[src/rtl/sub_serial.sv]
// ============================================================================
//  Module   : sub_serial
//  Brief    : Bit-serial signed subtractor (A - B), one bit per clock, with
//             start/busy/done handshake plus borrow and zero flags.
//  Revision : 1.0  initial release
// ============================================================================
`default_nettype none

module sub_serial #(
    parameter int DATA_WIDTH = 8
) (
    input  logic                  clk,
    input  logic                  rst,
    input  logic                  start,
    input  logic [DATA_WIDTH-1:0] port_A,
    input  logic [DATA_WIDTH-1:0] port_B,
    output logic                  busy,
    output logic                  done,
    output logic [DATA_WIDTH:0]   result,
    output logic                  borrow_flag,
    output logic                  zero_flag
);

    localparam int            CNT_W       = $clog2(DATA_WIDTH + 1);
    localparam logic [CNT_W-1:0] C_LAST_BIT   = CNT_W'(DATA_WIDTH);
    localparam logic [CNT_W-1:0] C_BORROW_BIT = CNT_W'(DATA_WIDTH - 1);

    typedef enum logic [1:0] {
        IDLE = 2'd0,
        RUN  = 2'd1,
        DONE = 2'd2
    } state_t;

    state_t                state_q, state_d;
    logic [DATA_WIDTH:0]   a_sr_q, a_sr_d;
    logic [DATA_WIDTH:0]   b_sr_q, b_sr_d;
    logic [DATA_WIDTH:0]   work_q, work_d;
    logic [CNT_W-1:0]      cnt_q, cnt_d;
    logic                  carry_q, carry_d;
    logic                  borrow_work_q, borrow_work_d;
    logic [DATA_WIDTH:0]   result_q, result_d;
    logic                  borrow_q, borrow_d;
    logic                  zero_q, zero_d;

    logic                  w_a;
    logic                  w_nb;
    logic                  w_diff;
    logic                  w_cout;
    logic [DATA_WIDTH:0]   w_work_shifted;

    // Full-adder slice for A + ~B + 1, fed from the operand LSBs
    assign w_a            = a_sr_q[0];
    assign w_nb           = ~b_sr_q[0];
    assign w_diff         = w_a ^ w_nb ^ carry_q;
    assign w_cout         = (w_a & w_nb) | (w_a & carry_q) | (w_nb & carry_q);
    assign w_work_shifted = {w_diff, work_q[DATA_WIDTH:1]};

    always_comb begin
        state_d       = state_q;
        a_sr_d        = a_sr_q;
        b_sr_d        = b_sr_q;
        work_d        = work_q;
        cnt_d         = cnt_q;
        carry_d       = carry_q;
        borrow_work_d = borrow_work_q;
        result_d      = result_q;
        borrow_d      = borrow_q;
        zero_d        = zero_q;

        case (state_q)
            IDLE, DONE: begin
                // DONE doubles as an accepting state for back-to-back operation
                if (start) begin
                    a_sr_d  = {port_A[DATA_WIDTH-1], port_A};
                    b_sr_d  = {port_B[DATA_WIDTH-1], port_B};
                    carry_d = 1'b1;
                    cnt_d   = '0;
                    state_d = RUN;
                end else begin
                    state_d = IDLE;
                end
            end
            RUN: begin
                a_sr_d  = a_sr_q >> 1;
                b_sr_d  = b_sr_q >> 1;
                carry_d = w_cout;
                cnt_d   = cnt_q + CNT_W'(1);
                work_d  = w_work_shifted;
                if (cnt_q == C_BORROW_BIT) begin
                    borrow_work_d = ~w_cout;
                end
                if (cnt_q == C_LAST_BIT) begin
                    state_d  = DONE;
                    result_d = w_work_shifted;
                    borrow_d = borrow_work_q;
                    zero_d   = (w_work_shifted == '0);
                end
            end
            default: begin
                state_d = IDLE;
            end
        endcase
    end

    always_ff @(posedge clk) begin
        if (rst) begin
            state_q       <= IDLE;
            a_sr_q        <= '0;
            b_sr_q        <= '0;
            work_q        <= '0;
            cnt_q         <= '0;
            carry_q       <= 1'b0;
            borrow_work_q <= 1'b0;
            result_q      <= '0;
            borrow_q      <= 1'b0;
            zero_q        <= 1'b0;
        end else begin
            state_q       <= state_d;
            a_sr_q        <= a_sr_d;
            b_sr_q        <= b_sr_d;
            work_q        <= work_d;
            cnt_q         <= cnt_d;
            carry_q       <= carry_d;
            borrow_work_q <= borrow_work_d;
            result_q      <= result_d;
            borrow_q      <= borrow_d;
            zero_q        <= zero_d;
        end
    end

    assign busy        = (state_q == RUN);
    assign done        = (state_q == DONE);
    assign result      = result_q;
    assign borrow_flag = borrow_q;
    assign zero_flag   = zero_q;

endmodule

`default_nettype wire

[config.mk]
export PLATFORM = sky130hd
export DESIGN_NAME = sub_serial
export DESIGN_NICKNAME = d
export VERILOG_FILES = /design/src/rtl/sub_serial.sv
export SDC_FILE = /design/constraint.sdc
export NUM_CORES = 1
export LEC_CHECK = 0
export ABC_AREA = 1
export CORE_UTILIZATION = 47
export DETAILED_ROUTE_END_ITERATION = 12
export HOLD_SLACK_MARGIN = 0.02
export PLACE_DENSITY_LB_ADDON = 0.1
export SYNTH_ARGS = -nofsm -noshare
export SYNTH_HDL_FRONTEND = slang
export SYNTH_SLANG_ARGS = --single-unit
[constraint.sdc]
create_clock -name clk -period 1.1 [get_ports clk]
set_input_delay 0.275 -clock clk [delete_from_list [all_inputs] [get_ports clk]]
set_output_delay 0.275 -clock clk [all_outputs]
set_load 0.005 [all_outputs]
# --- Yosys cells after proc, flatten, opt, wreduce, memory -nomap -nowiden ---
# Index checks and enable logic that the tools add are counted.
word_totals:
  memories: 0
  latch_bits: 0
  ff_bits: 46
  inputBits: 19
  ramBits: 0
  rom_bits: 0
  out_inout_bits: 13
classes:
  n_shift: 0
  mux: 11
  eq_ne: 6
  n_bitwise: 9
  n_reduce_logical: 7
  add_sub_neg: 1
  div_mod_pow: 0
  magnitude_cmp: 0
  n_mul: 0
ops:
  columns: ["cell", "n"]
  rows:
  - ["$pmux 9 s2", 2]
  - ["$mux 9", 2]
  - ["$logic_not 9->1", 1]
  - ["$pmux 4 s2", 1]
  - ["$reduce_and 2->1", 3]
  - ["$add 4x1->4 const B", 1]
  - ["$eq 4x3->1 const B", 1]
  - ["$eq 4x4->1 const B", 1]
  - ["$mux 4", 1]
  - ["$pmux 2 s2", 1]
  - ["$and 1x1->1", 3]
  - ["$eq 2x1->1 const B", 1]
  - ["$eq 2x2->1 const B", 1]
  - ["$logic_not 2->1", 1]
  - ["$mux 1", 2]
  - ["$mux 2", 1]
  - ["$ne 2x1->1 const B", 1]
  - ["$ne 2x2->1 const B", 1]
  - ["$not 1->1", 2]
  - ["$or 1x1->1", 2]
  - ["$pmux 1 s2", 1]
  - ["$reduce_bool 2->1", 1]
  - ["$reduce_or 2->1", 1]
  - ["$xor 1x1->1", 2]

# --- Depth between registers and ports, before layout ---
# Gate-level depths: netlist (run 1).
logic_depth:
  word_depth: 5
  ltp_mapped: 8
  ltp_nobuf: 8

# --- Least setup slack after synthesis (run 1) ---
# OpenSTA, ideal clock, no wires.
synth_path:
  path_type: "register to register"
  start: "register b_sr_q[0]"
  end: "register zero_q, in the netlist zero_flag"
  path_stages_with_launch: 8
  required_time_ps: 989
  setup_slack_ps: -130
  setup_ps: 111
  synth_period_minus_slack_ps: 1230
  arrival_ps: 1119
  path_cell_list: "dfxtp_1 inv_1 fa_1 inv_1 nand3_1 nor2_1 nor2_1 nor2_1"
synth_between:
  elab_chain_len: 4
synth_rtl:
  columns: ["item", "line_no", "rtl"]
  rows:
  - ["from (decl)", "36", "logic [DATA_WIDTH:0] b_sr_q, b_sr_d;"]
  - ["from (signal assigned)", "120", "b_sr_q <= b_sr_d;"]
  - ["$not 1->1", "53", "assign w_nb = ~b_sr_q[0];"]
  - ["$xor 1x1->1 (2 in a row)", "54", "assign w_diff = w_a ^ w_nb ^ carry_q;"]
  - ["named net w_diff", "47", "logic w_diff;"]
  - ["$logic_not 9->1", "96", "zero_d = (w_work_shifted == '0);"]
  - ["to (signal assigned)", "127", "zero_q <= zero_d;"]
  - ["to (decl)", "43", "logic zero_q, zero_d;"]
# The timed path passes the listed nets, and every way through them passes these cells.
# A chain may end at the register's enable or synchronous reset.

# --- Worst setup path after layout (run 1) ---
layout_path:
  start: "register state_q[1]"
  end: "register b_sr_q[5]"
layout_between:
  elab_chain_len: 4
  word_cells_on_any_way: 8
  cone_classes: "eq/ne (3); mux (1); reduce/logical (4)"
layout_rtl:
  columns: ["item", "line_no", "rtl"]
  rows:
  - ["from (decl)", "34", "state_t state_q, state_d;"]
  - ["from (signal assigned)", "118", "state_q <= state_d;"]
  - ["$eq 2x2->1 / $logic_not 2->1 (equally long branches)", "70", "case (state_q)"]
  - ["$reduce_or 2->1", "70", null]
  - ["$ne 2x2->1 (no source line) / $reduce_bool 2->1 (equally long branches)", null, null]
  - ["$reduce_and 2->1 (no source line)", null, null]
# Several ways; a longest one is shown, not always the timed one.

==> qor.yml, run 1 <==
synth:
  ys.warnings.count: 0
  netlist_instances: 255
  synth_top_family_by_area: "simple AND/OR/NAND/NOR gates"
  muxShareOfSynthArea_pct: 0
  netlist_area_sq_um: 1957
  yosys.cell_types.count: 24
  synth_compound_area_share_pct: 11.76
  synthXorXnorAreaFrac_pct: 0
  synth_area_per_cell_sq_um: 7.674
  synth_nets: 277
  ys_seq_elements: 45
  yosysSeqAreaShare_pct: 46.04
  synthAdderAreaFrac_pct: 2.302
  synthSimpleGateAreaFrac_pct: 27.88
placement:
  placed_area_sq_um: 2529
  port_buffers: 31
  dpl.hpwl_um: 2672
  gp_congestion: 0.7794
global_route:
  met2_usage_pct: 42.35
  antenna_found_initial: 0
  use_met1_pct: 25.43
  grt_pass1_vias: 1775
  grt_pass1_wl_um: 7693
  grt_overflow: 0
  track_usage_pct: 23.33
  busiest_layer: "met2"
  grtUsageMet3_pct: 6.164
  grt_max_degree: 25
cells_and_area:
  nNetsFinal: 354
  drive_above_1_share_pct: 56.46
  multi_input_area_sq_um: 1271
  fin_util_pct: 85.71
  num-fill-cells: 195
  area_growth_pct: 75.19
  final_area_sq_um: 3428
  ff_latch_area_sq_um: 924.6
  antenna_cells: 0
critical_path:
  crit_type: "reg2reg"
  worstPathArrival_ns: 1.56
  cp-end-kind: "flip-flop"
  worstSetupStartpointType: "flip-flop"
  critPathRequiredTime_ns: 1.35
  cp_max_fo: 8
hold_path:
  hold_class: "reg2reg"
sta:
  hold_violations: 0
  setup_violations: 43
  fin_crit_sh_pct: 119.0
  finalMaxSlewViolations: 0
  worstMarginPinSlew_ns: 0.2546
  max_clock_freq_ghz: 0.7636
  final.setup.tns_ns: -5.329
  grt_setup_unrepaired: "yes"
  fin_worst_skew_ns: 0.003899
  setup_slack_ns: -0.2095
  slew_headroom_pct: 82.85
  period_minus_slack_ns: 1.310
route:
  vias: 2063
  route.detailed.wl_per_inst_um: 17.21
  routed_wirelength_um: 6590
  drt-initial-drc-count: 137
  firstDrtPassIters: 4
  vias_per_cell: 5.386
  postRouteAntennaNets: 0
  remaining_drc_errors: 0
floorplan:
  die_w_um: 66.53
  initial_core_util_pct: 48.92
  die_area_sq_um: 4426
  chipHeight_um: 66.53
  ios: 32
  core_area_sq_um: 4000
  rows: 23
clock_tree:
  clock_latency_ns: 0.30
  h-tree-depth: 2
  cts_root_buf: "clkbuf_8"
  ctsLongestPathBuffers: 2
  cts_tree: "yes"
  cts-buffers-inserted: 5
  clk_pin_slew_ns: 0.09
  cts_sinks: 45
power_and_ir_drop:
  p_total_w: 0.004303
  ir_drop_uv: 997.6
  p_leak_nw: 1.434
  p_per_area_nw_per_um2: 1255
outcome:
  run_status: "finished with violations"
  violations: "setup timing"
job:
  maxCapViolCount: 0
-- stage by stage --
step	worst slack (ns)	std cells	hold WS, ns
6_report	-0.2095	383	0.4786
2_1_floorplan	-0.1121	255	0.4169
3_3_place_gp	-0.3173	347	0.4535
3_5_place_dp	-0.3427	347	0.4607
5_1_grt	-0.2716	383	0.4904
4_1_cts	-0.1928	364	0.4717
-- cell type report --
cell class,count,area share [%]
Clock inverter,3,1.350
Tap cell,50,1.825
Clock buffer,5,2.007
Multi-Input combinational cell,167,37.08
Timing Repair Buffer,82,26.50
Timing Repair inverter,1,0.3285
Inverter,30,3.942
Sequential cell,45,26.97
-- cell usage in the layout, fill, tap and decap left out, types with 2 or more instances in the layout --
cell and instances:
or2_1 3, dfxtp_1 28, ha_4 2, inv_4 2
o21ai_2 13, nor3_2 13, clkdlybuf4s50_1 17, dfxtp_2 16
buf_12 9, buf_4 25, clkbuf_8 5, inv_2 6
nand3_1 7, buf_6 10, a21oi_1 6, nand2_4 5
nor3_1 4, o21ai_1 9, nor2_1 25, nand2_8 4
or2_2 2, buf_2 11, nand2_2 8, nor2_2 7
a21oi_2 8, buf_16 2, nand2_1 16, nand3_2 13
o21ai_0 7, nor2_4 6, nor3_4 5, clkbuf_16 4
buf_8 2, inv_1 20
-- worst max-delay path, stage by stage (launching register included) --
cell and delay [ns]:
dfxtp_2 0.34, inv_4 0.08, nand2_8 0.07, buf_12 0.14
buf_12 0.12, nand2_8 0.13, clkinv_8 0.09, nand2_1 0.07
nand3_1 0.09, nor2_1 0.11
-- worst paths after layout --
| path | slack, ns | depth (start not counted) | startpoint | endpoint |
|---|---|---|---|---|
| max | -0.21 | 9 | state_q[1] | b_sr_q[5] |
| min | 0.48 | 2 | a_sr_q[8] | a_sr_q[8] |
| max reg2reg | -0.21 | 9 | state_q[1] | b_sr_q[5] |
| min reg2reg | 0.48 | 2 | a_sr_q[8] | a_sr_q[8] |
-- metal layers --
layer | vias up | wire [um]
met4 | 0 | 268
met1 | 983 | 2539
li1 | 979 | -
met2 | 74 | 3506
met3 | 27 | 276
met5 | - | 0
-- flip-flops by register name (all words and copies together), names as in the netlist --
| signal | count |
|---|---|
| a_sr_q | 9 |
| b_sr_q | 9 |
| borrow_flag | 1 |
| borrow_work_q | 1 |
| carry_q | 1 |
| cnt_q | 4 |
| result | 9 |
| state_q | 2 |
| work_q | 8 |
| zero_flag | 1 |
-- cells by family after synthesis --
| logic type | after synthesis |
|---|---|
| fa+ha+maj | 3 |
| compound gates | 44 |
| simple gates | 118 |
| flops | 45 |
| buf+inv | 45 |
-- Yosys cell counts --
cell,n,area share (%)
nor3_1,22,5.6
nor2_2,1,0.32
dfxtp_1,45,46
nand2_4,3,1.7
fa_1,1,1.0
inv_1,27,5.2
buf_4,3,1.2
nand2_2,3,0.96
inv_2,2,0.38
a211oi_1,1,0.38
inv_4,1,0.32
nor2_1,37,7.1
or2_2,2,0.64
buf_6,6,3.5
nand3_1,20,5.1
nand4_1,1,0.32
a21oi_2,2,0.90
buf_2,6,1.5
nand2_1,25,4.8
a21oi_1,12,3.1
ha_1,2,1.3
or2_1,4,1.3
o21ai_1,9,2.3
o21ai_0,20,5.1
-- report_power, final --
part | leakage, nW | switching [W] | total [W] | internal (W)
Sequential | 0.377 | 0.0000937 | 0.00184 | 0.00174
Combinational | 1.00 | 0.000591 | 0.00118 | 0.000589
Clock | 0.0543 | 0.000606 | 0.00129 | 0.000680
-- repair_timing --
action / in CTS / in global routing
pin swaps: 16 / 26
gates resized for setup: 105 / 98
setup endpoints to repair: 51 / 45
setup buffers: 6 / 14
cloned: 4 / 6
hold buffers: 0 / 0
hold endpoints to repair: 0 / 0
Note: power is estimated with default switching activity, not from simulation.
==> run 2, diff against run 1 <==
--- a/config.mk
+++ b/config.mk
@@ -6,10 +6,11 @@
 export NUM_CORES = 1
 export LEC_CHECK = 0
 export ABC_AREA = 1
-export CORE_UTILIZATION = 47
+export CORE_UTILIZATION = 56
 export DETAILED_ROUTE_END_ITERATION = 12
 export HOLD_SLACK_MARGIN = 0.02
 export PLACE_DENSITY_LB_ADDON = 0.1
+export RECOVER_POWER = 50
 export SYNTH_ARGS = -nofsm -noshare
 export SYNTH_HDL_FRONTEND = slang
 export SYNTH_SLANG_ARGS = --single-unit
==> constraint.sdc (replaced) <==
create_clock -name clk -period 1.6 [get_ports clk]
set_input_delay 0.4 -clock clk [delete_from_list [all_inputs] [get_ports clk]]
set_output_delay 0.4 -clock clk [all_outputs]
set_load 0.005 [all_outputs]
==> run 2 against run 1 <==
Compared with the run above: clock skew rose by 0.010 ns; the flow now finishes without violations; utilization fell by 15 points; critical endpoint is now busy; sequential power fell by 33%; non-clock buffer count fell by 42; count of clock-buffer cells in the layout rose by 1.
==> qor.yml, run 2 (synthesis results as in run 1) <==
outcome:
  run_status: "complete, no violations"
hold_path:
  hold_class: "reg2reg"
  min-delay-start: "b_sr_q[8]"
power_and_ir_drop:
  p_leak_nw: 1.028
  p_per_area_nw_per_um2: 930.6
  p_total_w: 0.002183
  ir_drop_uv: 593.9
placement:
  dpl.hpwl_um: 2431
  port_buffers: 31
  placed_area_sq_um: 2262
  place_ws_ns: 0.01664
  gp_congestion: 0.7718
sta:
  worstMarginPinSlew_ns: 0.3148
  max_clock_freq_ghz: 0.6749
  period_minus_slack_ns: 1.482
  fin_crit_sh_pct: 92.61
  setup_violations: 0
  final.setup.tns_ns: 0
  finalMaxSlewViolations: 0
  hold_violations: 0
  fin_worst_skew_ns: 0.01439
  setup_slack_ns: 0.1182
  slew_headroom_pct: 78.96
  grt_setup_unrepaired: "no"
route:
  vias_per_cell: 4.970
  firstDrtPassIters: 4
  vias: 1660
  routed_wirelength_um: 3578
  postRouteAntennaNets: 0
  drt-initial-drc-count: 61
  remaining_drc_errors: 0
  route.detailed.wl_per_inst_um: 10.71
cells_and_area:
  nNetsFinal: 309
  area_growth_pct: 19.88
  final_area_sq_um: 2346
  drive_above_1_share_pct: 13.19
  final_common_cell: "dfxtp_1"
  final_cell_mix: "dfxtp_1, nor2_1, inv_1, nand2_1, nor3_1"
  antenna_cells: 0
clock_tree:
  cts_tree: "yes"
  cts-buffers-inserted: 5
  cts_root_buf: "clkbuf_4"
  clock_latency_ns: 0.37
  hold_buffers: 0
  cts_sinks: 45
  h-tree-depth: 2
  ctsLongestPathBuffers: 2
  clk_pin_slew_ns: 0.14
floorplan:
  chipHeight_um: 61.12
  core_area_sq_um: 3337
  rows: 21
  die_w_um: 61.12
  ios: 32
  die_area_sq_um: 3735
  initial_core_util_pct: 58.64
global_route:
  grt_pass1_wl_um: 5878
  grt_pass1_vias: 1422
  track_usage_pct: 21.89
  antenna_found_initial: 0
  grt_max_degree: 39
  grt_overflow: 0
critical_path:
  cp-end-kind: "output pin"
  critPathRequiredTime_ns: 1.20
  worstPathArrival_ns: 1.08
  crit_type: "reg2out"
  worstSetupStartpointType: "flip-flop"
  r2r_start: "state_q[0]"
  startpoint: "state_q[0]"
  cp_max_fo: 2
job:
  maxCapViolCount: 0
==> run 2: metrics by stage <==
stage	cells	utilization (%)	hold slack [ns]
final	334	70.30	0.4742
after global routing	334	70.30	0.4974
after CTS	334	70.60	0.4805
after detailed placement	323	67.79	0.4625
after global placement	323	67.79	0.4535
after floorplan	255	-	0.4391
==> run 2: worst max-delay path: stages (launching register included) <==
cell and delay, ns:
dfxtp_1 0.37, buf_4 0.14, nand2_4 0.05, inv_2 0.05, clkbuf_2 0.10
==> run 2: repair_timing <==
| item | 4_1_cts | 5_1_grt |
|---|---|---|
| endpoints found under the setup margin | 13 | 10 |
| gates resized for setup | 27 | 4 |
| setup buffers | 3 | 0 |
==> run 2: power breakdown <==
group / internal, W / switching, W / total (W)
clock: 0.000215 / 0.000378 / 0.000593
combinational: 0.000157 / 0.000196 / 0.000352
sequential: 0.00120 / 0.0000413 / 0.00124
==> run 2: path summary, 6_finish.rpt <==
| check | depth (start not counted) | to | slack (ns) |
|---|---|---|---|
| setup / recovery | 4 | busy | 0.12 |
| hold / removal | 2 | b_sr_q[8] | 0.47 |
| setup reg to reg | 6 | result[5] | 0.18 |
| hold reg to reg | 2 | b_sr_q[8] | 0.47 |
==> run 2: area by class of cell <==
| type | instances | area, sq um |
|---|---|---|
| clock inverter | 2 | 13.76 |
| fill | 304 | 991.0 |
| timing repair buffer | 40 | 381.6 |
| multi-input combinational | 165 | 818.3 |
| tap | 46 | 57.56 |
| sequential | 45 | 908.4 |
| inverter | 30 | 115.1 |
| clock buffer | 6 | 51.30 |
==> run 2: layer usage <==
metal  wire length [um]  GRT usage (%)  vias to the layer above
li1                   -              -                      883
met1               1614          25.03                      732
met2               1731          38.20                       36
met3                148          5.672                        9
met4                 84          10.06                        0
met5                  0              0                        -
